<file path="config.mk">
export PLATFORM = sky130hd
export DESIGN_NAME = apu_length_counter_bank
export DESIGN_NICKNAME = d
export VERILOG_FILES = /design/src/rtl/apu_pkg.sv /design/src/rtl/apu_lc_table.sv /design/src/rtl/apu_length_counter_bank.sv
export SDC_FILE = /design/constraint.sdc
export NUM_CORES = 1
export LEC_CHECK = 0
export ABC_AREA = 0
export BUFFER_PORTS_ARGS = -buffer_cell sky130_fd_sc_hd__buf_2
export CAP_MARGIN = 10
export CORE_ASPECT_RATIO = 1.2
export CORE_MARGIN = 2
export CORE_UTILIZATION = 55
export DETAILED_ROUTE_END_ITERATION = 8
export GPL_TIMING_DRIVEN = 1
export PLACE_DENSITY = 0.73
export SLEW_MARGIN = 20
export SYNTH_ARGS = -nofsm -noshare
export SYNTH_HDL_FRONTEND = slang
export SYNTH_SLANG_ARGS = --single-unit
</file>
<file path="constraint.sdc">
create_clock -name iClk -period 3.4 [get_ports iClk]
set_input_delay 0.34 -clock iClk [delete_from_list [all_inputs] [get_ports iClk]]
set_output_delay 0.34 -clock iClk [all_outputs]
set_load 0.02 [all_outputs]
</file>
<file path="src/rtl/apu_pkg.sv">
// Shared APU constants: length-counter duration table and default channel indices.
package apu_pkg;

    localparam int LC_IDX_W  = 5;

    localparam int CH_PULSE1 = 0;
    localparam int CH_PULSE2 = 1;
    localparam int CH_TRI    = 2;
    localparam int CH_NOISE  = 3;

    localparam logic [7:0] LC_TABLE [0:31] = '{
        8'd10,  8'd254, 8'd20,  8'd2,   8'd40,  8'd4,   8'd80,  8'd6,
        8'd160, 8'd8,   8'd60,  8'd10,  8'd14,  8'd12,  8'd26,  8'd14,
        8'd12,  8'd16,  8'd24,  8'd18,  8'd48,  8'd20,  8'd96,  8'd22,
        8'd192, 8'd24,  8'd72,  8'd26,  8'd16,  8'd28,  8'd32,  8'd30
    };

endpackage

</file>
<file path="src/rtl/apu_lc_table.sv">
// Combinational length-counter duration ROM, one instance shared by the whole bank.
module apu_lc_table
    import apu_pkg::*;
(
    input  logic [LC_IDX_W-1:0] iIdx,
    output logic [7:0]          oDuration
);

    assign oDuration = LC_TABLE[iIdx];

endmodule

</file>
<file path="src/rtl/apu_length_counter_bank.sv">
// Bank of NES-style length counters with shared duration ROM and $4015 status image.
// Optional sticky expiry flags and IRQ output when APU_LC_EXPIRY_IRQ_EN is defined.
module apu_length_counter_bank
    import apu_pkg::*;
#(
    parameter int NUM_CH = 4,
    parameter int CNT_W  = 8,
    parameter int CH_W   = 2
) (
    input  logic                iClk,
    input  logic                iReset,
    input  logic                iTick,
    input  logic                iLoadValid,
    input  logic [CH_W-1:0]     iLoadCh,
    input  logic [LC_IDX_W-1:0] iLoadIdx,
    input  logic [NUM_CH-1:0]   iEnable,
    input  logic [NUM_CH-1:0]   iHalt,
`ifdef APU_LC_EXPIRY_IRQ_EN
    output logic [NUM_CH-1:0]   oExpired,
    output logic                oIrq,
`endif
    output logic [NUM_CH-1:0]   oActive,
    output logic [NUM_CH-1:0]   oStatus
);

    logic [7:0]                  loadDuration;
    logic [NUM_CH-1:0][CNT_W-1:0] count;

    apu_lc_table uTable (
        .iIdx      (iLoadIdx),
        .oDuration (loadDuration)
    );

    for (genvar n = 0; n < NUM_CH; n++) begin : gCh
        logic loadHit;
        logic tickDec;

        // Out-of-range channel selects match no generate index and fall through.
        assign loadHit = iLoadValid && (iLoadCh == CH_W'(n));
        assign tickDec = iTick && !iHalt[n] && (count[n] != '0) && !loadHit;

        always_ff @(posedge iClk or posedge iReset) begin
            if (iReset) begin
                count[n] <= '0;
            end else if (!iEnable[n]) begin
                count[n] <= '0;
            end else if (loadHit) begin
                count[n] <= CNT_W'(loadDuration);
            end else if (tickDec) begin
                count[n] <= count[n] - CNT_W'(1);
            end
        end

        assign oActive[n] = (count[n] != '0);

`ifdef APU_LC_EXPIRY_IRQ_EN
        // Clear (load/disable) takes precedence over a same-edge expiry.
        always_ff @(posedge iClk or posedge iReset) begin
            if (iReset) begin
                oExpired[n] <= 1'b0;
            end else if (!iEnable[n] || loadHit) begin
                oExpired[n] <= 1'b0;
            end else if (tickDec && (count[n] == CNT_W'(1))) begin
                oExpired[n] <= 1'b1;
            end
        end
`endif
    end

`ifdef APU_LC_EXPIRY_IRQ_EN
    assign oIrq = |oExpired;
`endif

    always_ff @(posedge iClk or posedge iReset) begin
        if (iReset) begin
            oStatus <= '0;
        end else begin
            oStatus <= oActive;
        end
    end

endmodule
</file>
==> summary.md <==
| Metric | Value |
|---|---|
| Worst rel slew slack | `0.5085` |
| CTS root buffer | `clkbuf_8` |
| Post-DP HPWL | `4470 um` |
| Initial antenna violation count | `0` |
| Final setup violation count | `0` |
| Synth top cells by count | `dfrtp_1, a21oi_1, inv_1, nor3_1, o21ai_0` |
| Cell with the most instances after synthesis | `dfrtp_1` |
| Worst-margin pin slew | `0.7356 ns` |
| Leakage power | `1.224 nW` |
| Worst hold path type | `in -> async` |
| GRT overflow | `0` |
| Setup WS pre-CTS | `1.375 ns` |
| Count of boundary I/O pins | `27` |
| Clk sinks | `36` |
| Die Height | `79.59 um` |
| Yosys cell types | `55` |
| TritonCTS Buffers | `5` |
| Post_cts resized | `0` |
| CTS tree | `built` |
| Drt first pass iters | `4` |
| Final WS setup | `1.124 ns` |
| N_diodes | `0` |
| Vias post-DR | `2340` |
| Critical path peak fanout | `5` |
| Max stage delay on crit path | `0.51 ns` |
| Final hold vios | `0` |
| Main synth FF type | `dfrtp_1` |
| Setup CP Type | `reg -> out` |
| Max Cap Viol | `0` |
| Placeable Area | `4594 um^2` |
| Vias in the first global route | `2212` |
| Post-route clock skew | `0.01304 ns` |
| Max Root-Sink Buffers | `2` |
| Warnings from Yosys | `0` |
| Final period utilization | `0.6693` |
| Largest net degree at the start of global routing | `37` |
| Row count | `27` |
| Sequential area share after synthesis | `0.3440` |
| DIE WIDTH | `66.99 um` |
| Top-area cell type share of the netlist area | `0.3440` |
| Avg WL per Cell | `16.44 um` |
| Worst-path cell chain | `inv_1 -> ha_1 -> or3b_2 -> nor2_1 -> inv_2 -> buf_2` |
| Drt via density | `6.240` |
| Worst IR Drop VDD | `0.0002674 V` |
| WHS | `0.1375 ns` |
| Detailed Route Iter0 Violations | `169` |
| DRT antenna net count | `0` |
| Tmin final | `2.276 ns` |
| Mapped Area | `2619 um^2` |
| Power density over cell area | `468.4 nW/um^2` |
| CP Capture Type | `output port` |
| Gr usage total | `0.2574` |
| P&R area growth vs syn | `9.365%` |
| Bufs and invs on worst path | `3` |
| Synth top area cells | `dfrtp_1, ha_1, a21oi_1` |
| Number of H-tree levels | `2` |
| GPL Wtd Cong | `0.8836` |
| Top Family by Delay on Critical Path | `simple AND/OR/NAND/NOR gates` |
| Drt drc | `0` |
| Ys async rst share | `1.000` |
| Layout cells sized above 1 | `0.1514` |
| Final WL | `6166 um` |
| Setup Fix Bufs, Post-CTS | `0` |
| Fmax | `439.4 MHz` |
| Worst skew pair latency | `0.30 ns` |
| Number of synthesized flops with an enable pin | `0` |
| Setup TNS | `0 ns` |
| Yosys top cell by area | `dfrtp_1` |
| RSZ-0062 raised after global routing | `false` |
| Die area | `5332 um^2` |
| Slew Viols, Final | `0` |
| Hold-fix buffers, CTS | `0` |
| Status | `complete, no violations` |
| Fin nets | `345` |
| Wire length of the first global-routing pass | `10480 um` |
| CP required | `3.06 ns` |
| Initial core utilization | `0.5700` |
| Synthesized netlist cell count | `295` |
| PortBufs | `26` |
| Crit path max-delay cell type | `or3b_2` |
| Reg clk slew, reported paths | `0.07 ns` |
| CP arrival | `1.94 ns` |
| Post-synthesis register bit count | `36` |
| Syn Area/Cell | `8.877 um^2` |
| Post-Syn Nets | `324` |
| Startpoint Class | `flip-flop` |
## area by class of cell
| cell class | instances | area (um^2) |
|---|---|---|
| fill | 421 | 1730 |
| multi-input combinational | 224 | 1583 |
| sequential | 36 | 900.9 |
| timing repair buffer | 27 | 137.6 |
| inverter | 22 | 82.58 |
| tap | 58 | 72.57 |
| clock buffer | 5 | 68.82 |
| clock inverter | 3 | 18.77 |
## report_power, final
part	total, W	switching [W]	internal [W]
Clock	0.000309	0.000166	0.000143
Sequential	0.000549	0.0000608	0.000489
Combinational	0.000483	0.000287	0.000197
Total	0.00134	0.000514	0.000828
## layout by cell type, fill, tap and decap left out, types with 4 or more instances in the layout
cell type and instances:
a211oi_1 10, a21oi_1 23, buf_2 26, clkbuf_8 5, dfrtp_1 36, ha_1 10, inv_1 21, nand2_1 11
nand2b_1 9, nand3_1 10, nand3b_1 7, nor2_1 8, nor2b_1 6, nor3_1 14, nor3b_1 5, nor4_1 5
o211a_1 6, o211ai_1 9, o21ai_0 12, or3b_2 4, or4_1 7, xnor2_1 11, xor2_1 7
## worst register-to-register path, delay by kind of cell (launching register included)
family | cells | cell delay (ns)
AO/OA/AOI/OAI | 2 | 0.51
XOR/XNOR | 1 | 0.18
adder cells (fa/ha/maj) | 1 | 0.19
buffers and inverters | 1 | 0.07
flip-flops | 1 | 0.41
AND/OR/NAND/NOR | 1 | 0.63
## flip-flops by register name, summed over array words and instances (netlist names)
name,flops
oStatus,4
count,32
## path summary, 6_finish.rpt
path / endpoint / cells after the start / slack, ns / start
max in group asynchronous: count[22] / 3 / 2.92 / iReset
min in group iClk: count[2] / 2 / 0.33 / iEnable[0]
max reg2reg: count[11] / 6 / 1.30 / count[8]
min reg2reg: count[8] / 2 / 0.60 / count[8]
min: oStatus[0] / 3 / 0.14 / iReset
max: oActive[0] / 6 / 1.12 / count[0]
## cell families (layout without fill, tap and decap cells)
logic type               count (synthesis)  in the layout  synth area share
adder cells (fa/ha/maj)                 10             10           0.04778
AO/OA/AOI/OAI                           89             89            0.2394
multiplexers                             1              1          0.003822
XOR/XNOR                                18             18           0.06020
flip-flops                              36             36            0.3440
buffers and inverters                   35             57           0.05160
AND/OR/NAND/NOR                        106            106            0.2532
## routing by layer
layer,vias to the layer above,GRT usage,share of wire
met3,7,0.04372,0.046
li1,1157,-,-
met2,68,0.4200,0.48
met1,1108,0.3493,0.46
met4,0,0.07347,0.013
met5,-,0,0
## metrics by stage
step / cells / utilization / power (W) / area (um^2)
global route: 375 / 0.6234 / 0.001434 / 2864
detailed placement: 367 / 0.6043 / 0.001037 / 2776
CTS: 375 / 0.6234 / 0.001345 / 2864
global placement: 367 / 0.6043 / 0.001027 / 2776
floorplan: 295 / - / 0.0009088 / 2619
finish: 375 / 0.6234 / 0.001342 / 2864
(Power assumes the default switching activity.)
